--- src/rtl/irq_pkg.sv ---
// Shared definitions for the interrupt controller: FSM state type and default width.
package irq_pkg;

    localparam int unsigned IRQ_NUM_INPUTS_DEF = 8;

    typedef enum logic {
        IDLE   = 1'b0,
        ISSUED = 1'b1
    } irq_state_e;

endpackage

--- src/rtl/priority_encoder.sv ---
// Combinational priority encoder: reports the highest set input index.
module priority_encoder #(
    parameter int unsigned WIDTH = 8
) (
    input  logic [WIDTH-1:0]         inputs,
    output logic [$clog2(WIDTH)-1:0] result,
    output logic                     valid
);

    localparam int unsigned IDW = $clog2(WIDTH);

    always_comb begin
        result = '0;
        // Ascending scan so the last (highest) set bit overwrites earlier ones.
        for (int unsigned i = 0; i < WIDTH; i++) begin
            if (inputs[i]) begin
                result = i[IDW-1:0];
            end
        end
        valid = |inputs;
    end

endmodule

--- src/rtl/irq_controller.sv ---
// Edge-triggered interrupt controller with maskable pending bits and a single issue/ack slot.
module irq_controller
    import irq_pkg::*;
#(
    parameter int unsigned NUM_INPUTS = IRQ_NUM_INPUTS_DEF
) (
    input  logic                          clk,
    input  logic                          rst_n,
    input  logic [NUM_INPUTS-1:0]         req,
    input  logic                          mask_wr,
    input  logic [NUM_INPUTS-1:0]         mask_in,
    input  logic                          ack,
    output logic                          irq_valid,
    output logic [$clog2(NUM_INPUTS)-1:0] irq_id,
    output logic [NUM_INPUTS-1:0]         pending
);

    localparam int unsigned IDW = $clog2(NUM_INPUTS);

    irq_state_e              state_q, state_d;
    logic [NUM_INPUTS-1:0]   req_prev_q;
    logic [NUM_INPUTS-1:0]   mask_q, mask_d;
    logic [NUM_INPUTS-1:0]   pending_q, pending_d;
    logic                    valid_q, valid_d;
    logic [IDW-1:0]          id_q, id_d;

    logic [NUM_INPUTS-1:0]   edges;
    logic [NUM_INPUTS-1:0]   clr;
    logic [NUM_INPUTS-1:0]   candidates;
    logic [IDW-1:0]          sel_id;
    logic                    cand_any;

    assign candidates = pending_q & ~mask_q;

    priority_encoder #(
        .WIDTH (NUM_INPUTS)
    ) u_prio (
        .inputs (candidates),
        .result (sel_id),
        .valid  (cand_any)
    );

    always_comb begin
        edges   = req & ~req_prev_q;
        clr     = '0;
        state_d = state_q;
        valid_d = valid_q;
        id_d    = id_q;
        case (state_q)
            IDLE: begin
                if (cand_any) begin
                    state_d = ISSUED;
                    valid_d = 1'b1;
                    id_d    = sel_id;
                end
            end
            ISSUED: begin
                if (ack) begin
                    clr[id_q] = 1'b1;
                    state_d   = IDLE;
                    valid_d   = 1'b0;
                end
            end
            default: state_d = IDLE;
        endcase
        // Set after clear so a coinciding new edge keeps the bit pending.
        pending_d = (pending_q & ~clr) | edges;
        mask_d    = mask_wr ? mask_in : mask_q;
    end

    always_ff @(posedge clk or negedge rst_n) begin
        if (!rst_n) begin
            state_q    <= IDLE;
            req_prev_q <= '0;
            mask_q     <= '1;
            pending_q  <= '0;
            valid_q    <= 1'b0;
            id_q       <= '0;
        end else begin
            state_q    <= state_d;
            req_prev_q <= req;
            mask_q     <= mask_d;
            pending_q  <= pending_d;
            valid_q    <= valid_d;
            id_q       <= id_d;
        end
    end

    assign irq_valid = valid_q;
    assign irq_id    = id_q;
    assign pending   = pending_q;

endmodule

--- config.mk ---
export PLATFORM = sky130hd
export DESIGN_NAME = irq_controller
export DESIGN_NICKNAME = d
export VERILOG_FILES = /design/src/rtl/irq_pkg.sv /design/src/rtl/priority_encoder.sv /design/src/rtl/irq_controller.sv
export SDC_FILE = /design/constraint.sdc
export NUM_CORES = 1
export LEC_CHECK = 0
export ABC_AREA = 1
export BUFFER_PORTS_ARGS = -buffer_cell sky130_fd_sc_hd__clkbuf_2
export CORE_ASPECT_RATIO = 0.6
export CORE_MARGIN = 3
export CORE_UTILIZATION = 50
export DETAILED_ROUTE_END_ITERATION = 8
export GPL_TIMING_DRIVEN = 0
export PLACE_DENSITY = 0.83
export REMOVE_ABC_BUFFERS = 1
export SYNTH_ARGS = -nofsm -noshare
export SYNTH_HDL_FRONTEND = slang
export SYNTH_SLANG_ARGS = --single-unit
--- constraint.sdc ---
create_clock -name clk -period 1.45 [get_ports clk]
set_input_delay 0.29 -clock clk [delete_from_list [all_inputs] [get_ports clk]]
set_output_delay 0.29 -clock clk [all_outputs]
set_load 0.01 [all_outputs]
---- Word-level counts from Yosys, hierarchy flattened ----
Cells that the tools add are included.
word-level totals
  register bits ........................... 29
  output and inout port bits .............. 12
  word-level logic and storage cells ...... 39
cells by class
  $lt $le $gt $ge ......................... 2
  equal/unequal tests ..................... 2
  multiplexer cells ....................... 17
  bitwise operators ....................... 8
  reduce and logical (&&, ||, !) cells .... 4
operators by type and width
  cell                                                                count
  bitwise AND 8 bit                                                   3
  NOT 8 bit                                                           3
  2-to-1 mux 8 bit                                                    2
  2-to-1 mux 3 bit                                                    4
  OR 8 bit                                                            1
  OR reduction 8 bit                                                  1
  2-to-1 mux 1 bit                                                    6
  less-than comparator 3 x 4 -> 1 bit (second input constant)         1
  2-to-1 mux 2 bit                                                    2
  != test 2 bit (second input constant)                               2
  one-hot mux 1 bit (2 select lines)                                  2
  AND reduction 2 bit                                                 2
  demux 1 bit (select 3 bit)                                          1
  greater-or-equal comparator 3 x 1 -> 1 bit (second input constant)  1
  logical AND 1 bit                                                   1
  NOT 1 bit                                                           1

---- Longest topological paths before layout ----
Gate-level depths: netlist (run 1).
  word-level depth ........................ 9
  gate-level depth with buffers ........... 10
  gate-level depth less buffers ........... 10

---- Cells and area by module ----
From an unflattened synthesis (run 1), not the netlist that was laid out.
second synthesis, totals
  cells, all modules ...................... 152
  area, all modules ....................... 1233.7 um^2
by module, submodules not included
  module            times used  cells each  area an instance (um^2)  seq. area each (um^2)
  irq_controller    1           132         1156.1                   735.7
  priority_encoder  1           20          77.6                     0.0

---- Least setup slack after synthesis (run 1) ----
Ideal clock, no wire load.
  kind .................................... register -> register
  start ................................... register mask_q[3]
  end ..................................... register valid_q, in the netlist irq_valid
  library setup time ...................... 0.115 ns
  arrival time ............................ 1.050 ns
  slack ................................... 0.285 ns
  stages on the path, launching flop included .. 10
  buffers on the path ..................... 0
  period minus slack after synthesis ...... 1.165 ns
  cell sequence ........................... dfstp_2 inv_1 nand2_1 nand2_1 nor2_1 nand2_2 nand2_4 inv_2 nor2_2 nor2_1
between the ends
  cells in the longest elaborated chain, start to end .. 5
RTL lines
  item                           line                    source
  from (decl)                    irq_controller.sv:22    logic [NUM_INPUTS-1:0] mask_q, mask_d;
  from (signal assigned)         irq_controller.sv:82    mask_q <= mask_d;
  NOT 8 bit                      irq_controller.sv:33    assign candidates = pending_q & ~mask_q;
  bitwise AND 8 bit              irq_controller.sv:33
  OR reduction 8 bit             priority_encoder.sv:20  valid = |inputs;
  != test 2 bit (no line)        -
  AND reduction 2 bit (no line)  -
  to (signal assigned)           irq_controller.sv:84    valid_q <= valid_d;
  to (decl)                      irq_controller.sv:24    logic valid_q, valid_d;
Every way passes these cells.
A chain may end at the register's enable or synchronous reset.

---- Worst setup path after layout (run 1) ----
  start ................................... register mask_q[2]
  end ..................................... register id_q[0], in the netlist irq_id[0]
between the ends
  cells in the longest elaborated chain, start to end .. 8
  elaborated cells between the ends (all ways) .. 10
RTL lines
  item                            line                    source
  NOT 8 bit *                     irq_controller.sv:33
  bitwise AND 8 bit *             irq_controller.sv:33
  2-to-1 mux 2 bit (2 in series)  priority_encoder.sv:16  if (inputs[i]) begin
  2-to-1 mux 3 bit (4 in series)  priority_encoder.sv:16
  to (signal assigned)            irq_controller.sv:85    id_q <= id_d;
  to (decl)                       irq_controller.sv:25    logic [IDW-1:0] id_q, id_d;
Every way passes the cells marked *; elsewhere a longest branch is shown, timed or not.

==> summary.md, run 1 <==
| Metric | Value |
|---|---|
| Status | complete, no violations |
| Fin crit share | 89.6% |
| Critical Path AT | 1.46 ns |
| CTS tree | built |
| Share of layout cells above drive strength 1 | 35.6% |
| Worst Setup SP | mask_q[2] |
| Syn Area/Cell | 9.51 sq um |
| Filler cell count | 157 |
| Antenna violations before repair | 0 |
| Unrepaired setup endpoints after global routing | false |
| Reg2Reg Depth | 9 |
| DR vias | 901 |
| Flop pwr share | 44.8% |
| Diode count | 0 |
| Chip width | 68.2 microns |
| Compound-Gate Fraction of Synth Area | 12.2% |
| Root buffer cell | clkbuf_8 |
| Vias per cell | 4.79 |
| Mux cell area share after synthesis | 0.971% |
| Final hold violations | 0 |
| Post-synthesis sequential area ratio | 63.4% |
| Worst setup margin | 0.151 ns |
| # H-tree levels | 2 |
| Yosys top cell by area | dfrtp_1 |
| Nature of the critical path endpoint | flip-flop |
| VDD IR max | 0.991 mV |
| CTS Sinks | 29 |
| Area of the multi-input gates | 340 sq um |
| Synth area leaders | dfrtp_1, dfstp_2, o21ai_0 |
| Hpwl dp | 1780 microns |
| Switching power share of the total | 34.9% |
| Synth Area in XOR/XNOR | 0% |
| CTS resizes | 0 |
| Max-Slew Margin vs Limit | 54.2% |
| Mapped Cells | 122 |
| Main combinational cell family by area after synthesis | simple AND/OR/NAND/NOR gates |
| Synth Cell Area | 1160 sq um |
| P_sw | 922 uW |
| CP Launch Type | flip-flop |
| Synthesis Warnings | 0 |
| Flip-flop and latch area | 736 sq um |
| FF+latch count, synth | 29 |
| Die area | 2950 sq um |
| CTS Buf Count | 5 |
| Row cnt | 12 |
| Worst skew pair latency | 0.27 ns |
| Initial DRT Pass Iterations | 4 |
| Worst clock skew | 0.00650 ns |
| Core area | 2010 sq um |
| Clock tree buffer depth | 2 |
| Crit-path max FO | 7 |
| Setup TNS | 0 ns |
| PortBufs | 31 |
| Clock power frac | 26.9% |
| Die height | 43.3 microns |
| Overall Power | 2.64 mW |
| Syn-to-layout area delta | 24.7% |
| Fmax | 770 MHz |
| Synth Area in Adders | 0% |
| Final min period | 1.30 ns |
| Total gr overflow | 0 |
| Setup WS pre-CTS | 0.171 ns |
| Logic pwr share | 28.3% |
| Remaining DRCs | 0 |
| Crit Path Category | reg2reg |
| Final Wtd Congestion | 0.909 |
| Final net count | 179 |
| Top cell type's share of synthesized area | 45.3% |
| Post-CTS Hold Buffers | 0 |
| Clock transition at the registers of the reported paths | 0.06 ns |
| Leakage | 0.749 nW |
| Worst r2r src | mask_q[2] |
| Starting Density | 57.6% |
| Post-CTS Setup Repair Bufs | 0 |
| R2r endpoint | irq_id[0] |
| Max-cap violations | 0 |
| Final WL | 2510 microns |
| Cell-internal power | 1.72 mW |
| Largest net degree at the start of global routing | 30 |
| First-pass GRT wire length | 4110 microns |
| Hold Crit Class | in2async |
| Vias in the first global route | 925 |
| Pins Over Slew Limit | 0 |
| Register-to-register setup slack | 0.15 ns |
| Commonest cells after routing, fill and taps aside | nand2_1, clkbuf_2, o21ai_0, dfrtp_1, inv_1 |
| Antenna Nets Post-Route | 0 |
| Wirelength per Cell | 13.4 microns |
| Pwr Density | 1820 nW/um^2 |
| Simple-gate share of the synthesized area | 16.2% |
| Total GRT Usage | 20.1% |
| Initial drt markers | 46 |
| # IOs | 32 |
| Final setup fails | 0 |
| Worst EP required | 1.61 ns |
| Yosys cell types | 15 |
| Worst slew pin tran | 0.687 ns |
## registers in the layout, indices dropped and copies added, names as in the netlist
name,cells
irq_id,3
irq_valid,1
mask_q,8
pending,8
req_prev_q,8
state_q,1
## routing by layer
layer  global-route usage, %  part of all wire, %
met3                    8.73                  6.4
met2                    32.6                   48
met5                       0                    0
met1                    24.4                   44
met4                    5.93                  1.5
## kinds of logic after synthesis
| family | count (synthesis) |
|---|---|
| buffers and inverters | 22 |
| AND/OR/NAND/NOR | 42 |
| multiplexers | 1 |
| flip-flops | 29 |
| AO/OA/AOI/OAI | 28 |
## stage by stage
step,instance area [sq um],hold slack [ns],util [%],instances
after global routing,1450,0.0911,71.9,188
after floorplan,1150,-0.00559,-,121
final,1450,0.0522,71.9,188
after CTS,1450,0.0695,71.9,188
after global placement,1350,0.357,66.9,180
after detailed placement,1350,0.359,66.9,180
## final cells by class
class                   count  share of cell area (%)
multi-input cells          71                    23.5
inverters                  21                    5.45
clock inverters             1                   0.346
clock buffers               7                    6.66
flip-flops and latches     29                    50.9
repair buffers             31                    10.7
well taps                  28                    2.42
## worst max-delay path by stage
stage / endpoint / slack (ns)
finish: irq_id[0] / 0.15
global route: irq_id[0] / 0.05
CTS: irq_id[0] / 0.16
detailed placement: irq_id[0] / 0.17
global placement: irq_valid / 0.22
floorplan: irq_valid / 0.29
## power groups by stage
stage / clock network [mW] / registers (mW) / logic [mW]
after floorplan: 0 / 1.21 / 0.381
after global placement: 0 / 1.18 / 0.695
after detailed placement: 0 / 1.19 / 0.732
after CTS: 0.722 / 1.18 / 0.753
after global routing: 0.773 / 1.20 / 0.830
final: 0.710 / 1.18 / 0.747
## synth_stat cells, drive strengths merged
library cell and instances:
buf 1, o21ai 27, mux2 1, a31oi 1, nor2 5, or2 1, inv 21, nand2 36
dfrtp 21, dfstp 8
## worst max-delay path, cell delays in order, from the launching register on
cell and delay (ns):
dfstp_2 0.52, inv_1 0.05, nand2_1 0.07, nand2_1 0.07, nor2_1 0.14, nand2_2 0.08, nand2_4 0.09, inv_2 0.05
nand2_1 0.06, nand2_1 0.06
Power figures use the tool's default switching activity.
==> run 2: changes to the inputs <==
- PLACE_DENSITY: 0.83 -> 0.82
- SYNTH_HIERARCHICAL: unset -> 1
==> run 2 against run 1 <==
  * Routed wire length rose by 1.3%
  * Via count rose by 12%
  * Clock skew fell by 0.00077 ns
  * Largest cell class unchanged
  * Cell count rose by 18%
  * Sequential share of layout area fell by 2.7 points
  * Register-to-register slack got worse by 0.03 ns
  * Worst setup slack got worse by 0.027 ns
  * Hold slack improved by 0.0016 ns
  * Largest power group unchanged
  * Clock power fell by 6.2%
  * Critical path type unchanged
  * Non-clock buffer count did not move
  * Core utilization fell by 3.9 points
==> summary.md, run 2 <==
| Metric | Value |
|---|---|
| Status | complete, no violations |
| Pins Over Slew Limit | 0 (unchanged) |
| Total GRT Usage | 18.4% (-1.7 points) |
| Synth area leaders | dfrtp_1, dfstp_2, nand2_1 |
| Yosys cell types | 13 (-2) |
| Final core occ | 68.0% (-3.9 points) |
| First-pass GRT wire length | 4300 microns (+4.7%) |
| Setup WS pre-CTS | 0.0781 ns (-0.0929 ns) |
| Leakage | 0.886 nW (+18%) |
| Finished Layout Cells | 221 (+18%) |
| Diode count | 0 (unchanged) |
| Largest net degree at the start of global routing | 30 (unchanged) |
| Hpwl dp | 1900 microns (+7.1%) |
| Hold Crit Class | in2async |
| Post-CTS Setup Repair Bufs | 0 (unchanged) |
| Final setup fails | 0 (unchanged) |
| Initial drt markers | 26 (-43%) |
| Top-count cell post-synth | nand2_1 |
| Post-synthesis sequential area ratio | 59.6% (-3.8 points) |
| Area of the multi-input gates | 377 sq um (+11%) |
| Wirelength per Cell | 11.5 microns (-14%) |
| Crit Path Category | reg2reg |
| Fmax | 754 MHz (-2.0%) |
| Final net count | 210 (+17%) |
| Crit path largest cell delay | 0.53 ns (about the same) |
| Worst r2r src | mask_q[3] |
| Setup TNS | 0 ns (unchanged) |
| Post-synth top cells | nand2_1, inv_1, dfrtp_1 |
| CP Launch Type | flip-flop |
| Crit-path max FO | 5 (-2) |
| VDD IR max | 0.910 mV (-8.2%) |
| Root buffer cell | clkbuf_8 |
| Unrepaired setup endpoints after global routing | false |
| Register-to-register setup slack | 0.12 ns (-0.03 ns) |
| Primary FF master, synth | dfrtp_1 |
| CP dominant cell by count | nor2_1 |
| Syn-to-layout area delta | 23.7% |
| R2r endpoint | irq_id[2] |
| Core area | 2240 sq um (+12%) |
| # IOs | 32 (unchanged) |
| Final min period | 1.33 ns (+0.0269 ns) |
| Vias in the first global route | 1,014 (+9.6%) |
| Placed Cells | 212 (+18%) |
| Nature of the critical path endpoint | flip-flop |
| Reg2Reg Depth | 8 (-1) |
| Post-synth ARST share | 100% (unchanged) |
| CTS Sinks | 29 (unchanged) |
| Share of layout cells above drive strength 1 | 27.7% (-7.9 points) |
| CTS tree | built |
| Final WL | 2540 microns (+1.3%) |
| Commonest cells after routing, fill and taps aside | nand2_1, inv_1, clkbuf_2, dfrtp_1, nor2_1 |
| Synth Cell Area | 1230 sq um (+6.4%) |
| Worst setup margin | 0.124 ns (-0.0269 ns) |
| Flip-flop and latch area | 736 sq um (unchanged) |
| Final Hold Slack | 0.0538 ns (+0.00162 ns) |
| Clock transition at the registers of the reported paths | 0.06 ns (about the same) |
| Syn Area/Cell | 8.12 sq um (-15%) |
| Post-synth EDFFs | 0 (unchanged) |
| Most common cell after layout, fill and taps aside | nand2_1 |
| Pwr Density | 1570 nW/um^2 (-14%) |
| Final hold violations | 0 (unchanged) |
| Final instance area | 1530 sq um (+5.5%) |
| Max-cap violations | 0 (unchanged) |
| CP max-delay cell | dfstp_2 |
| Clock tree buffer depth | 2 (unchanged) |
| Fin crit share | 91.5% (+1.9 points) |
| Mapped Cells | 152 (+25%) |
| PortBufs | 31 (unchanged) |
| Remaining DRCs | 0 (unchanged) |
| Antenna violations before repair | 0 (unchanged) |
| Die height | 44.5 microns (+2.7%) |
| Worst slew pin tran | 0.707 ns (+0.0202 ns) |
| Top cell type's share of synthesized area | 42.6% (-2.7 points) |
| Filler cell count | 188 (+20%) |
| Antenna Nets Post-Route | 0 (unchanged) |
| Worst skew pair latency | 0.27 ns (about the same) |
| Vias per cell | 4.58 (-4.4%) |
| Max-Slew Margin vs Limit | 52.9% (-1.3 points) |
| Overall Power | 2.39 mW (-9.4%) |
| # H-tree levels | 2 (unchanged) |
| Yosys top cell by area | dfrtp_1 |
| Initial DRT Pass Iterations | 4 (unchanged) |
| FF+latch count, synth | 29 (unchanged) |
| Row cnt | 13 (+1) |
| Synthesis Warnings | 6 (+6) |
| Worst clock skew | 0.00573 ns (-0.000770 ns) |
| Chip width | 70.1 microns (+2.9%) |
| Post-Place Cell Area | 1420 sq um (+5.2%) |
| Worst EP required | 1.65 ns (+0.04 ns) |
| CTS Buf Count | 5 (unchanged) |
| Critical-path cell list | nor2_1 -> inv_1 -> nand2_1 -> nor3_2 -> nand3_2 -> nand2_4 -> nor2_1 -> a21oi_1 |
| Die area | 3120 sq um (+5.6%) |
| Starting Density | 55.0% (-2.7 points) |
| DR vias | 1,013 (+12%) |
| Critical Path AT | 1.52 ns (+0.06 ns) |
| Final Wtd Congestion | 0.812 (-11%) |
| Total gr overflow | 0 (unchanged) |
run 2: cell count changes in the layout (fill, tap and decap cells not counted), moves of 2 or more:
cell / delta
clkbuf_1: +2
nand2_1: +21
nor2_1: +13
inv_1: +15
o21ai_0: -15
a21oi_1: +3
o21ai_1: -3
run 2: cells by family after synthesis:
group / Yosys count / share of synthesized area (%)
compound gates: 12 / 4.87
buf+inv: 36 / 11.6
flops: 29 / 59.6
simple gates: 75 / 23.9
run 2: power by group:
group,internal (mW),switching [mW]
registers,0.968,0.117
logic,0.232,0.409
clock network,0.386,0.280
run 2: how the worst max path moves through the flow:
stage / start / endpoint / slack, ns / cells after the start
after global routing: mask_q[2] / irq_id[1] / 0.02 / 8
after CTS: mask_q[3] / irq_id[2] / 0.06 / 8
after detailed placement: mask_q[3] / irq_id[2] / 0.08 / 8
final: mask_q[3] / irq_id[2] / 0.12 / 8
after floorplan: mask_q[3] / irq_id[0] / 0.23 / 8
after global placement: mask_q[3] / irq_id[1] / 0.13 / 8
run 2: repair_timing:
action	CTS	global route
hold buffers	0	0
gates resized for setup	0	3
endpoints found under the setup margin	0	3
run 2: worst max-delay path, delay by kind of cell, from the launching register on:
kind,cells,cell delay (ns)
flops,1,0.53
compound gates,1,0.11
buf+inv,1,0.07
simple gates,6,0.54
run 2: cell type report:
class                      instances  area share, %
clock buffer                       8           5.90
inverter                          35           8.61
multi-input combinational         88           24.7
sequential                        29           48.2
tap                               30           2.46
timing repair buffer              31           10.2
run 2: per-layer routing:
metal  GRT usage [%]  share of wire, %  vias up
met5               0                 0        -
met4            8.02               1.3        0
met3            6.35               6.1        4
met2            29.1                45       30
met1            23.4                48      461
li1                -                 -      518
==> run 3: changes to the inputs <==
- CORE_MARGIN: 3 -> 8
==> run 3 against run 2 <==
  * Hold slack improved by 0.00058 ns
  * Sequential cell count did not move
  * Clock-buffer cell count fell by 1
  * Sequential power barely moved
  * Cell count rose by 0.45%
  * Sequential share of layout area barely moved
  * Die area rose by 40%
  * Final area barely moved
  * Combinational power barely moved
  * Non-clock buffer count did not move
  * Worst setup slack got worse by 0.0053 ns
==> summary.md, run 3 (same netlist as run 2, synthesis figures left out) <==
| Metric | Value |
|---|---|
| Worst slew pin tran | 0.689 ns (-0.0178 ns) |
| Unrepaired setup endpoints after global routing | false |
| CP Launch Type | flip-flop |
| Final Wtd Congestion | 0.776 (-4.3%) |
| First-pass GRT wire length | 4420 microns (+2.9%) |
| Setup TNS | 0 ns (unchanged) |
| Max-Slew Margin vs Limit | 54.1% (+1.2 points) |
| Fin crit share | 91.8% (+0.37 points) |
| Clock transition at the registers of the reported paths | 0.06 ns (about the same) |
| Clock tree buffer depth | 2 (unchanged) |
| Setup WS pre-CTS | 0.109 ns (+0.0305 ns) |
| Vias in the first global route | 1,016 (+0.20%) |
| Syn-to-layout area delta | 23.6% (about the same) |
| Largest net degree at the start of global routing | 30 (unchanged) |
| Crit-path max FO | 5 (unchanged) |
| CP dominant cell by count | nor2_1 |
| Crit path largest cell delay | 0.53 ns (about the same) |
| Final min period | 1.33 ns (+0.00530 ns) |
| Row cnt | 14 (+1) |
| Remaining DRCs | 0 (unchanged) |
| Diode count | 0 (unchanged) |
| Initial drt markers | 66 (+150%) |
| CTS Buf Count | 5 (unchanged) |
| Root buffer cell | clkbuf_8 |
| CTS resizes | 0 (unchanged) |
| Post-CTS Setup Repair Bufs | 0 (unchanged) |
| Chip width | 80.1 microns (+14%) |
| Family with the most delay on the worst path | flip-flops |
| Final net count | 210 (unchanged) |
| PortBufs | 31 (unchanged) |
| Antenna Nets Post-Route | 0 (unchanged) |
| Crit Path Category | reg2reg |
| Final hold violations | 0 (unchanged) |
| Worst EP required | 1.65 ns (about the same) |
| Final Hold Slack | 0.0544 ns (+0.000581 ns) |
| Filler cell count | 227 (+21%) |
| Critical path buffer and inverter count | 1 (unchanged) |
| Worst clock skew | 0.00421 ns (-0.00152 ns) |
| Pins Over Slew Limit | 0 (unchanged) |
| Leakage | 0.885 nW (-0.13%) |
| Fmax | 751 MHz (-0.40%) |
| Pwr Density | 1560 nW/um^2 (-0.43%) |
| # H-tree levels | 2 (unchanged) |
| Commonest cells after routing, fill and taps aside | nand2_1, inv_1, clkbuf_2, dfrtp_1, nor2_1 |
| DR vias | 1,017 (+0.39%) |
| Worst skew pair latency | 0.27 ns (about the same) |
| Total gr overflow | 0 (unchanged) |
| Hold Crit Class | in2async |
| Most common cell after layout, fill and taps aside | nand2_1 |
| Levels on crit path | 8 (unchanged) |
| Max-cap violations | 0 (unchanged) |
| Die height | 54.5 microns (+22%) |
| Core area | 2420 sq um (+7.7%) |
| Nature of the critical path endpoint | flip-flop |
| Status | complete, no violations |
| CP max-delay cell | dfstp_2 |
| Antenna violations before repair | 0 (unchanged) |
| Die area | 4360 sq um (+40%) |
| Hpwl dp | 2050 microns (+7.8%) |
| CTS tree | built |
| Register-to-register setup slack | 0.12 ns (about the same) |
| Initial DRT Pass Iterations | 4 (unchanged) |
| Total GRT Usage | 13.7% (-4.7 points) |
| Post-CTS Hold Buffers | 0 (unchanged) |
| Area of the multi-input gates | 377 sq um (unchanged) |
| Worst setup margin | 0.118 ns (-0.00530 ns) |
| CTS Sinks | 29 (unchanged) |
| Starting Density | 51.0% (-3.9 points) |
| Critical Path AT | 1.53 ns (about the same) |
| Share of layout cells above drive strength 1 | 27.9% (+0.15 points) |
| Final WL | 2850 microns (+12%) |
| Vias per cell | 4.58 (about the same) |
| Final setup fails | 0 (unchanged) |
| Flip-flop and latch area | 736 sq um (unchanged) |
| Reg2Reg Depth | 8 (unchanged) |
| VDD IR max | 0.677 mV (-26%) |
| Wirelength per Cell | 12.9 microns (+12%) |
| # IOs | 32 (unchanged) |
| Critical-path cell list | nor2_1 -> inv_1 -> nand2_1 -> nor3_2 -> nand3_2 -> nand2_4 -> nor2_1 -> a21oi_1 |
run 3: changes by cell type in the layout (fill, tap and decap cells not counted):
cell / previous run / this run
clkbuf_1: 2 / 1
run 3: path summary, 6_finish.rpt:
kind                               startpoint             to
worst max-delay path                mask_q[3]      irq_id[1]
max in group asynchronous               rst_n      irq_id[2]
worst max register to register      mask_q[3]      irq_id[1]
min in group clk                       req[1]  req_prev_q[1]
worst min-delay path                    rst_n     pending[0]
worst min register to register  req_prev_q[4]     pending[4]
run 3: per-stage QoR:
step	total power, mW	cells	area, sq um	utilization, %
after floorplan	1.45	151	1220	-
after global placement	1.67	214	1420	58.6
after detailed placement	1.70	214	1420	58.6
after CTS	2.36	221	1500	62.2
after global routing	2.56	222	1530	63.1
final	2.38	222	1530	63.1
run 3: per-layer routing:
metal  GRT usage (%)  wire, microns  share of wire (%)
met3            7.54            263                9.2
met1            15.8           1260                 44
met5               0              0                  0
met2            20.4           1320                 46
met4            7.19              8               0.28
run 3: layout make-up:
class | count | share of cell area [%]
flip-flops and latches | 29 | 48.2
multi-input cells | 88 | 24.7
repair buffers | 31 | 10.2
inverters | 35 | 8.61
clock buffers | 7 | 5.66
well taps | 32 | 2.63
run 3: report_power, final:
group | leakage (nW) | switching, mW | internal (mW)
clock network | 0.0443 | 0.270 | 0.375
logic | 0.536 | 0.413 | 0.232
registers | 0.304 | 0.121 | 0.968
total | 0.885 | 0.804 | 1.58
